**src/rtl/ctrl_pkg.sv**
```systemverilog
// Shared definitions for the pipelined control unit: opcodes, ALUOp classes,
// the per-stage control bundles and the bubble constant.
// Optional feature macro: CTRL_JUMP_EN (adds JAL/JALR/LUI/AUIPC decode).
package ctrl_pkg;

  localparam int CTRL_OPCODE_W = 7;
  localparam int CTRL_REG_W    = 5;
  localparam int CTRL_ALUOP_W  = 2;

  localparam logic [CTRL_OPCODE_W-1:0] OP_R      = 7'b0110011;
  localparam logic [CTRL_OPCODE_W-1:0] OP_IALU   = 7'b0010011;
  localparam logic [CTRL_OPCODE_W-1:0] OP_BRANCH = 7'b1100011;
  localparam logic [CTRL_OPCODE_W-1:0] OP_LOAD   = 7'b0000011;
  localparam logic [CTRL_OPCODE_W-1:0] OP_STORE  = 7'b0100011;
  localparam logic [CTRL_OPCODE_W-1:0] OP_JAL    = 7'b1101111;
  localparam logic [CTRL_OPCODE_W-1:0] OP_JALR   = 7'b1100111;
  localparam logic [CTRL_OPCODE_W-1:0] OP_LUI    = 7'b0110111;
  localparam logic [CTRL_OPCODE_W-1:0] OP_AUIPC  = 7'b0010111;

  localparam logic [CTRL_ALUOP_W-1:0] ALUOP_ADD    = 2'b00;
  localparam logic [CTRL_ALUOP_W-1:0] ALUOP_BRANCH = 2'b01;
  localparam logic [CTRL_ALUOP_W-1:0] ALUOP_FUNCT  = 2'b10;

  // Full bundle as decoded in ID and held in the ID/EX register
  typedef struct packed {
    logic                    valid;
    logic                    alusrc;
    logic [CTRL_ALUOP_W-1:0] aluop;
    logic                    branch;
    logic                    memread;
    logic                    memwrite;
    logic                    regwrite;
    logic                    memtoreg;
    logic                    illegal;
`ifdef CTRL_JUMP_EN
    logic                    jump;
    logic                    jalr;
`endif
    logic [CTRL_REG_W-1:0]   rd;
  } ctrl_t;

  // EX/MEM keeps only what the MEM and WB stages still need
  typedef struct packed {
    logic                  valid;
    logic                  memread;
    logic                  memwrite;
    logic                  regwrite;
    logic                  memtoreg;
    logic [CTRL_REG_W-1:0] rd;
  } mem_t;

  // MEM/WB keeps only the write-back controls
  typedef struct packed {
    logic                  valid;
    logic                  regwrite;
    logic                  memtoreg;
    logic [CTRL_REG_W-1:0] rd;
  } wb_t;

  localparam ctrl_t BUBBLE = '0;

  function automatic mem_t to_mem(input ctrl_t c);
    mem_t m;
    m.valid    = c.valid;
    m.memread  = c.memread;
    m.memwrite = c.memwrite;
    m.regwrite = c.regwrite;
    m.memtoreg = c.memtoreg;
    m.rd       = c.rd;
    return m;
  endfunction

  function automatic wb_t to_wb(input mem_t m);
    wb_t w;
    w.valid    = m.valid;
    w.regwrite = m.regwrite;
    w.memtoreg = m.memtoreg;
    w.rd       = m.rd;
    return w;
  endfunction

endpackage

```
**src/rtl/pipelined_ctrl_unit_if.sv**
```systemverilog
// Bus between the control unit and the datapath: ID-stage instruction fields,
// pipeline control inputs and the per-stage control outputs.
// Optional feature macro: CTRL_JUMP_EN (adds ex_jump / ex_jalr).
interface pipelined_ctrl_unit_if #(
  parameter int OPCODE_W = 7,
  parameter int REG_W    = 5,
  parameter int ALUOP_W  = 2,
  parameter int CNT_W    = 32
);
  logic                id_valid;
  logic [OPCODE_W-1:0] id_opcode;
  logic [REG_W-1:0]    id_rs1;
  logic [REG_W-1:0]    id_rs2;
  logic [REG_W-1:0]    id_rd;
  logic                freeze;
  logic                flush_ex;
  logic                hazard_stall;
  logic                ex_alusrc;
  logic [ALUOP_W-1:0]  ex_aluop;
  logic                ex_branch;
  logic                ex_illegal;
  logic [REG_W-1:0]    ex_rd;
  logic                mem_memread;
  logic                mem_memwrite;
  logic                mem_regwrite;
  logic [REG_W-1:0]    mem_rd;
  logic                wb_regwrite;
  logic                wb_memtoreg;
  logic [REG_W-1:0]    wb_rd;
  logic [CNT_W-1:0]    retired;
`ifdef CTRL_JUMP_EN
  logic                ex_jump;
  logic                ex_jalr;
`endif

  // Datapath / pipeline side
  modport master (
    output id_valid, id_opcode, id_rs1, id_rs2, id_rd, freeze, flush_ex,
    input  hazard_stall, ex_alusrc, ex_aluop, ex_branch, ex_illegal, ex_rd,
           mem_memread, mem_memwrite, mem_regwrite, mem_rd,
           wb_regwrite, wb_memtoreg, wb_rd, retired
`ifdef CTRL_JUMP_EN
    , input ex_jump, ex_jalr
`endif
  );

  // Control unit side
  modport slave (
    input  id_valid, id_opcode, id_rs1, id_rs2, id_rd, freeze, flush_ex,
    output hazard_stall, ex_alusrc, ex_aluop, ex_branch, ex_illegal, ex_rd,
           mem_memread, mem_memwrite, mem_regwrite, mem_rd,
           wb_regwrite, wb_memtoreg, wb_rd, retired
`ifdef CTRL_JUMP_EN
    , output ex_jump, ex_jalr
`endif
  );

endinterface

```
**src/rtl/ctrl_decode.sv**
```systemverilog
// Combinational RV32I opcode decoder: opcode -> control bundle plus the
// source-register usage flags needed by hazard detection.
// Optional feature macro: CTRL_JUMP_EN (JAL/JALR/LUI/AUIPC become legal).
module ctrl_decode
  import ctrl_pkg::*;
(
  input  logic                     valid,
  input  logic [CTRL_OPCODE_W-1:0] opcode,
  input  logic [CTRL_REG_W-1:0]    rd,
  output ctrl_t                    ctrl,
  output logic                     uses_rs1,
  output logic                     uses_rs2
);

  // Opcode table; an invalid slot decodes to a bubble
  always_comb begin
    ctrl     = BUBBLE;
    uses_rs1 = 1'b0;
    uses_rs2 = 1'b0;
    if (valid) begin
      ctrl.valid = 1'b1;
      ctrl.rd    = rd;
      case (opcode)
        OP_R: begin
          ctrl.aluop    = ALUOP_FUNCT;
          ctrl.regwrite = 1'b1;
          uses_rs1      = 1'b1;
          uses_rs2      = 1'b1;
        end
        OP_IALU: begin
          ctrl.alusrc   = 1'b1;
          ctrl.aluop    = ALUOP_FUNCT;
          ctrl.regwrite = 1'b1;
          uses_rs1      = 1'b1;
        end
        OP_BRANCH: begin
          ctrl.aluop  = ALUOP_BRANCH;
          ctrl.branch = 1'b1;
          uses_rs1    = 1'b1;
          uses_rs2    = 1'b1;
        end
        OP_LOAD: begin
          ctrl.alusrc   = 1'b1;
          ctrl.aluop    = ALUOP_ADD;
          ctrl.memread  = 1'b1;
          ctrl.regwrite = 1'b1;
          ctrl.memtoreg = 1'b1;
          uses_rs1      = 1'b1;
        end
        OP_STORE: begin
          ctrl.alusrc   = 1'b1;
          ctrl.aluop    = ALUOP_ADD;
          ctrl.memwrite = 1'b1;
          uses_rs1      = 1'b1;
          uses_rs2      = 1'b1;
        end
`ifdef CTRL_JUMP_EN
        OP_JAL: begin
          ctrl.jump     = 1'b1;
          ctrl.regwrite = 1'b1;
        end
        OP_JALR: begin
          ctrl.jump     = 1'b1;
          ctrl.jalr     = 1'b1;
          ctrl.alusrc   = 1'b1;
          ctrl.regwrite = 1'b1;
          uses_rs1      = 1'b1;
        end
        OP_LUI, OP_AUIPC: begin
          ctrl.alusrc   = 1'b1;
          ctrl.aluop    = ALUOP_ADD;
          ctrl.regwrite = 1'b1;
        end
`endif
        default: ctrl.illegal = 1'b1;
      endcase
      // Writes to x0 are architecturally discarded
      if (rd == '0) ctrl.regwrite = 1'b0;
    end
  end

endmodule

```
**src/rtl/pipelined_ctrl_unit.sv**
```systemverilog
// Control unit for the 5-stage RV32I pipeline: decodes the ID instruction,
// carries its controls through ID/EX, EX/MEM and MEM/WB, detects load-use
// hazards, inserts bubbles on hazard or branch flush, honours a global freeze
// and counts retired instructions.
// Optional feature macro: CTRL_JUMP_EN (adds jump decode and ex_jump/ex_jalr).
module pipelined_ctrl_unit
  import ctrl_pkg::*;
#(
  parameter int OPCODE_W = 7,
  parameter int REG_W    = 5,
  parameter int ALUOP_W  = 2,
  parameter int CNT_W    = 32
) (
  input  logic                  clk,
  input  logic                  rst_n,
  pipelined_ctrl_unit_if.slave  bus
);

  ctrl_t            id_ctrl;
  logic             uses_rs1;
  logic             uses_rs2;
  logic             hazard;
  ctrl_t            id_ex_p0;
  mem_t             ex_mem_p1;
  wb_t              mem_wb_p2;
  logic [CNT_W-1:0] retired_q;

  ctrl_decode u_decode (
    .valid    (bus.id_valid),
    .opcode   (bus.id_opcode),
    .rd       (bus.id_rd),
    .ctrl     (id_ctrl),
    .uses_rs1 (uses_rs1),
    .uses_rs2 (uses_rs2)
  );

  // Load-use: the load in EX has not fetched its data yet, so a dependent
  // instruction in ID must wait one cycle
  always_comb begin
    hazard = bus.id_valid & id_ex_p0.memread & (id_ex_p0.rd != '0) &
             ((uses_rs1 & (id_ex_p0.rd == bus.id_rs1)) |
              (uses_rs2 & (id_ex_p0.rd == bus.id_rs2)));
  end

  // Stage registers and retire counter: reset > freeze > bubble > advance
  always_ff @(posedge clk) begin
    if (!rst_n) begin
      id_ex_p0  <= BUBBLE;
      ex_mem_p1 <= to_mem(BUBBLE);
      mem_wb_p2 <= to_wb(to_mem(BUBBLE));
      retired_q <= '0;
    end else if (!bus.freeze) begin
      // ID -> EX
      id_ex_p0  <= (bus.flush_ex | hazard) ? BUBBLE : id_ctrl;
      // EX -> MEM
      ex_mem_p1 <= to_mem(id_ex_p0);
      // MEM -> WB
      mem_wb_p2 <= to_wb(ex_mem_p1);
      // WB -> retired
      if (mem_wb_p2.valid) retired_q <= retired_q + CNT_W'(1);
    end
  end

  assign bus.hazard_stall = hazard;
  assign bus.ex_alusrc    = id_ex_p0.alusrc;
  assign bus.ex_aluop     = id_ex_p0.aluop;
  assign bus.ex_branch    = id_ex_p0.branch;
  assign bus.ex_illegal   = id_ex_p0.illegal;
  assign bus.ex_rd        = id_ex_p0.rd;
  assign bus.mem_memread  = ex_mem_p1.memread;
  assign bus.mem_memwrite = ex_mem_p1.memwrite;
  assign bus.mem_regwrite = ex_mem_p1.regwrite;
  assign bus.mem_rd       = ex_mem_p1.rd;
  assign bus.wb_regwrite  = mem_wb_p2.regwrite;
  assign bus.wb_memtoreg  = mem_wb_p2.memtoreg;
  assign bus.wb_rd        = mem_wb_p2.rd;
  assign bus.retired      = retired_q;
`ifdef CTRL_JUMP_EN
  assign bus.ex_jump      = id_ex_p0.jump;
  assign bus.ex_jalr      = id_ex_p0.jalr;
`endif

endmodule
```
**src/flat_wrapper.sv**
```systemverilog
// flat-port wrapper written by rule: the top's interface ports become plain ports
module pipelined_ctrl_unit_flat import ctrl_pkg::*;
#(
  parameter int OPCODE_W = 7,
  parameter int REG_W    = 5,
  parameter int ALUOP_W  = 2,
  parameter int CNT_W    = 32
)
  (clk, rst_n, bus_id_valid, bus_id_opcode, bus_id_rs1, bus_id_rs2, bus_id_rd, bus_freeze, bus_flush_ex, bus_hazard_stall, bus_ex_alusrc, bus_ex_aluop, bus_ex_branch, bus_ex_illegal, bus_ex_rd, bus_mem_memread, bus_mem_memwrite, bus_mem_regwrite, bus_mem_rd, bus_wb_regwrite, bus_wb_memtoreg, bus_wb_rd, bus_retired);
  pipelined_ctrl_unit_if #(.OPCODE_W(OPCODE_W), .REG_W(REG_W), .ALUOP_W(ALUOP_W), .CNT_W(CNT_W)) bus_i ();
  input  logic clk;
  input  logic rst_n;
  input wire logic [$bits(bus_i.id_valid)-1:0] bus_id_valid;
  input wire logic [$bits(bus_i.id_opcode)-1:0] bus_id_opcode;
  input wire logic [$bits(bus_i.id_rs1)-1:0] bus_id_rs1;
  input wire logic [$bits(bus_i.id_rs2)-1:0] bus_id_rs2;
  input wire logic [$bits(bus_i.id_rd)-1:0] bus_id_rd;
  input wire logic [$bits(bus_i.freeze)-1:0] bus_freeze;
  input wire logic [$bits(bus_i.flush_ex)-1:0] bus_flush_ex;
  output wire logic [$bits(bus_i.hazard_stall)-1:0] bus_hazard_stall;
  output wire logic [$bits(bus_i.ex_alusrc)-1:0] bus_ex_alusrc;
  output wire logic [$bits(bus_i.ex_aluop)-1:0] bus_ex_aluop;
  output wire logic [$bits(bus_i.ex_branch)-1:0] bus_ex_branch;
  output wire logic [$bits(bus_i.ex_illegal)-1:0] bus_ex_illegal;
  output wire logic [$bits(bus_i.ex_rd)-1:0] bus_ex_rd;
  output wire logic [$bits(bus_i.mem_memread)-1:0] bus_mem_memread;
  output wire logic [$bits(bus_i.mem_memwrite)-1:0] bus_mem_memwrite;
  output wire logic [$bits(bus_i.mem_regwrite)-1:0] bus_mem_regwrite;
  output wire logic [$bits(bus_i.mem_rd)-1:0] bus_mem_rd;
  output wire logic [$bits(bus_i.wb_regwrite)-1:0] bus_wb_regwrite;
  output wire logic [$bits(bus_i.wb_memtoreg)-1:0] bus_wb_memtoreg;
  output wire logic [$bits(bus_i.wb_rd)-1:0] bus_wb_rd;
  output wire logic [$bits(bus_i.retired)-1:0] bus_retired;
  assign bus_i.id_valid = bus_id_valid;
  assign bus_i.id_opcode = bus_id_opcode;
  assign bus_i.id_rs1 = bus_id_rs1;
  assign bus_i.id_rs2 = bus_id_rs2;
  assign bus_i.id_rd = bus_id_rd;
  assign bus_i.freeze = bus_freeze;
  assign bus_i.flush_ex = bus_flush_ex;
  assign bus_hazard_stall = bus_i.hazard_stall;
  assign bus_ex_alusrc = bus_i.ex_alusrc;
  assign bus_ex_aluop = bus_i.ex_aluop;
  assign bus_ex_branch = bus_i.ex_branch;
  assign bus_ex_illegal = bus_i.ex_illegal;
  assign bus_ex_rd = bus_i.ex_rd;
  assign bus_mem_memread = bus_i.mem_memread;
  assign bus_mem_memwrite = bus_i.mem_memwrite;
  assign bus_mem_regwrite = bus_i.mem_regwrite;
  assign bus_mem_rd = bus_i.mem_rd;
  assign bus_wb_regwrite = bus_i.wb_regwrite;
  assign bus_wb_memtoreg = bus_i.wb_memtoreg;
  assign bus_wb_rd = bus_i.wb_rd;
  assign bus_retired = bus_i.retired;
  pipelined_ctrl_unit #(.OPCODE_W(OPCODE_W), .REG_W(REG_W), .ALUOP_W(ALUOP_W), .CNT_W(CNT_W)) u_core (.clk(clk), .rst_n(rst_n), .bus(bus_i));
endmodule
```
**config.mk**
```make
export PLATFORM = sky130hd
export DESIGN_NAME = pipelined_ctrl_unit_flat
export DESIGN_NICKNAME = d
export VERILOG_FILES = /design/src/rtl/ctrl_pkg.sv /design/src/rtl/pipelined_ctrl_unit_if.sv /design/src/rtl/ctrl_decode.sv /design/src/rtl/pipelined_ctrl_unit.sv /design/src/flat_wrapper.sv
export SDC_FILE = /design/constraint.sdc
export NUM_CORES = 1
export LEC_CHECK = 0
export BUFFER_PORTS_ARGS = -buffer_cell sky130_fd_sc_hd__buf_2
export CORE_ASPECT_RATIO = 0.7
export CORE_UTILIZATION = 30
export CTS_CLUSTER_SIZE = 16
export DETAILED_ROUTE_END_ITERATION = 10
export GPL_TIMING_DRIVEN = 0
export PLACE_DENSITY_LB_ADDON = 0.12
export SLEW_MARGIN = 5
export SYNTH_ARGS = -nofsm -noshare
export SYNTH_HDL_FRONTEND = slang
export SYNTH_SLANG_ARGS = --single-unit
export TNS_END_PERCENT = 5
```
**constraint.sdc**
```tcl
create_clock -name clk -period 3.06 [get_ports clk]
set_clock_uncertainty 0.1 [all_clocks]
set_input_delay 0.153 -clock clk [delete_from_list [all_inputs] [get_ports clk]]
set_output_delay 0.153 -clock clk [all_outputs]
set_load 0.02 [all_outputs]
```
==> results by group <==
Detailed routing
  • Final WL: roughly 7600 um
  • Drt drc: 0
  • DR WL/cell: 13.6 um
  • Via/cell ratio: 4.61
  • Routed Antenna Nets: 0
  • Routed vias: 2565
  • DRT iter0 DRCs: 108
  • DR pass1 iterations: 4

Setup path
  • Crit path kind: flop to output pin
  • Worst endpoint data arrival time: between 2000 and 3000 ps
  • Crit end category: output pin
  • R2r endpoint: u_core.bus.ex_aluop[0]$_SDFFE_PN0N_
  • Largest stage delay, worst path: about 500 ps
  • CP required: 2810 ps
  • Slowest-stage cell, CP: dfxtp_1
  • Crit Path Max Fanout: 10
  • CP Launch Type: flop
  • R2r startpoint: u_core.bus.ex_rd[4]$_SDFFE_PN0N_
  • CP cell instances: xor2_1 > nor4_1 > o2111ai_1 > a21oi_1 > clkbuf_1 > buf_2
  • R2R setup slack: between 700 and 800 ps
  • R2R depth: 6

Floorplanning
  • Initial core utilization: 31.1%
  • Boundary Pins: 85
  • Die width: roughly 120 um
  • Full die area: 10500 um2
  • FP Rows: 30
  • Core Footprint: a little under 10000 um2
  • Die H: approximately 86 um

STA
  • Maximum clock frequency: 361 MHz
  • Worst slew pin tran: 760 ps
  • Sum of negative setup slack: 0 ps
  • Unrepaired setup endpoints after global routing: false
  • Min Tclk post-route: between 2000 and 3000 ps
  • Endpoints failing hold: 0
  • Worst slew margin: 49.3%
  • Final count of negative-setup-slack endpoints: 0
  • Crit share post-route: roughly nine tenths
  • Fin. max-slew vios: 0

Power and ir drop
  • Peak supply drop: between 0.0002 and 0.00025 V
  • Power per cell area: between 400 and 500 nW/um2
  • Pleak: 1.75 nW

CTS
  • Clk sink count: 62
  • Post CTS Setup Buffer Count: 0
  • Total CTS buffers: 9
  • Clock edge transition at the registers on the reported setup and hold paths: roughly 50 ps
  • CTS tree: done
  • Latest clock arrival within the worst-skew pair: 330 ps
  • Cts repair resizes: 0
  • Longest Clk Path Bufs: 2
  • H-tree depth: 3
  • Root buf cell: clkbuf_16

Synth
  • Cell Area, Synth: 3020 um2
  • Post-synthesis instance total: between 300 and 400
  • Post-synth cell types: 41
  • Average cell area after synthesis: between 9 and 10 um2
  • Register area share after synthesis: between 40% and 50%
  • Yosys warnings: 0
  • Synth Net Count: approximately 360
  • Register bit count reported by yosys: 62

Worst hold path
  • Hold path endpoint: u_core.bus.ex_aluop[1]$_SDFFE_PN0N_
  • Hold crit path type: input pin to flop
  • Critical hold path startpoint: bus_id_opcode[4]
  • Cell depth of the worst min-delay path: 3

Layout
  • Post-Layout Cell Count: roughly 560
  • Layout cells sized above 1: between 20% and 30%
  • Ant diodes: 0
  • Layout Nets: roughly 450
  • Syn-to-layout area delta: 29.8%

Placement
  • Gpl congestion: about 0.75
  • PortBufs: 83
  • Placed instance count: 538
  • Detailed placement HPWL: approximately 5500 um

Global routing
  • GRT Total Usage: between 15 and 20%
  • Grt total ovfl: 0
  • Vias in the first global route: between 2000 and 2500
  • Largest net degree at the start of global routing: 11
  • Global-route wire length before repair: about 12000 um
  • Initial antenna violation count: 0

Run status
  • Status: complete, no violations

Job
  • Maxcap violations: 0
## critical path, delay by kind of cell, from the launching register on
kind,cells,cell delay (ps)
simple gates,1,410
flops,1,500
buf+inv,2,640
xor+xnor,1,120
compound gates,2,510
## metal layers
metal | vias up | global-route usage (%) | share of wire, %
met5 | - | 0 | 0
met2 | 49 | 21.8 | 41
met4 | 0 | 5.39 | 1.3
met1 | 1197 | 21.5 | 53
li1 | 1310 | - | -
met3 | 9 | 5.25 | 4.9
## placed cells by master, fill, tap and decap left out, types with 17 or more instances in the layout
cell and instances:
buf_4 17, and2_1 27, dfxtp_1 62, buf_2 87, nor2b_1 23, xor2_1 19
xnor2_1 17, nand2_1 32, mux2i_1 18
## power breakdown
group / total, mW / leakage, nW / switching (mW) / internal, mW
Combinational: 0.0917 / 1.11 / 0.0474 / 0.0442
Clock: 0.940 / 0.138 / 0.337 / 0.603
Sequential: 0.818 / 0.500 / 0.00535 / 0.813
Total: 1.85 / 1.75 / 0.390 / 1.46
## Yosys cell counts
cell	instances	area [um2]
nor4b_1	1	8.76
a21oi_1	3	15.0
buf_2	4	20.0
ha_1	1	12.5
xnor2_1	17	149
mux2i_1	18	180
nor4_4	1	21.3
nand4_1	12	75.1
and4_1	3	26.3
and4_4	1	11.3
a21boi_1	1	7.51
and4b_1	1	10.0
nand3_1	14	70.1
o211ai_1	1	7.51
o21ai_0	14	70.1
o2111ai_1	1	8.76
nor3_1	5	25.0
nor4_1	5	31.3
nand2b_1	1	6.26
nand4_2	1	12.5
nand3_2	1	10.0
and2_1	27	169
buf_6	1	11.3
buf_1	1	3.75
inv_1	3	11.3
nand4bb_1	1	11.3
nor4bb_1	1	10.0
o31ai_1	3	22.5
dfxtp_1	62	1240
nor2_1	4	15.0
a21boi_0	4	30.0
buf_4	17	128
nor4_2	5	62.6
nor2b_1	23	144
and2_0	1	6.26
or3_1	4	25.0
xor2_1	19	166
clkbuf_1	9	33.8
or4_1	3	22.5
nand2_1	32	120
and4_2	1	10.0
## cells by family (layout without fill, tap and decap cells)
logic type	count (synthesis)	count (layout)	share of synthesized area [%]
and+or+nand+nor	148	148	29.9
DFF	62	62	41.1
muxes	18	18	5.96
buffers and inverters	35	137	6.87
AOI/OAI and AO/OA	27	27	5.34
xor gates and xnor gates	36	36	10.4
adders and majority gates	1	1	0.414
## how the worst max path moves through the flow
stage / startpoint / end / depth (start not counted)
after detailed placement: u_core.bus.ex_rd[4]$_SDFFE_PN0N_ / bus_hazard_stall / 6
after global placement: u_core.bus.ex_rd[4]$_SDFFE_PN0N_ / bus_hazard_stall / 6
after floorplan: u_core.bus.retired[15]$_SDFFE_PN0P_ / u_core.bus.retired[25]$_SDFFE_PN0P_ / 6
after CTS: u_core.bus.ex_rd[4]$_SDFFE_PN0N_ / bus_hazard_stall / 6
after global routing: u_core.bus.ex_rd[2]$_SDFFE_PN0N_ / bus_hazard_stall / 6
final: u_core.bus.ex_rd[4]$_SDFFE_PN0N_ / bus_hazard_stall / 6
## final cells by class
type                    count  area (um2)
inverters                   3        11.3
repair buffers             88         465
fillers                   984        5800
flip-flops and latches     62        1240
clock buffers              13         270
multi-input cells         230        1570
well taps                 128         160
plain buffers              32         196
clock inverters             1        5.00
## sequential cells by signal, indices dropped and copies added (netlist names)
signal,flops
u_core.bus.retired,32
u_core.bus.ex_rd,5
u_core.bus.mem_rd,5
u_core.bus.wb_rd,5
u_core.id_ex_p0,4
u_core.bus.ex_aluop,2
u_core.ex_mem_p1,2
u_core.bus.ex_alusrc,1
u_core.bus.ex_illegal,1
u_core.bus.mem_memwrite,1
u_core.bus.mem_regwrite,1
u_core.bus.wb_memtoreg,1
u_core.bus.wb_regwrite,1
u_core.mem_wb_p2,1
## through the flow
step	total power [mW]	hold WS (ps)	instance area, um2	worst slack (ps)	util [%]
floorplan	0.883	193	3020	1100	-
global placement	0.922	321	3600	658	37.0
detailed placement	0.922	322	3600	684	37.0
CTS	1.88	33.6	3920	320	40.3
global route	1.93	54.3	3920	110	40.3
finish	1.85	50.7	3920	288	40.3
## what timing repair did
item                                    CTS  global route
hold endpoints to repair                  5             0
hold buffers                              5             0
endpoints found under the setup margin    0             0
Power figures use the tool's default switching activity.
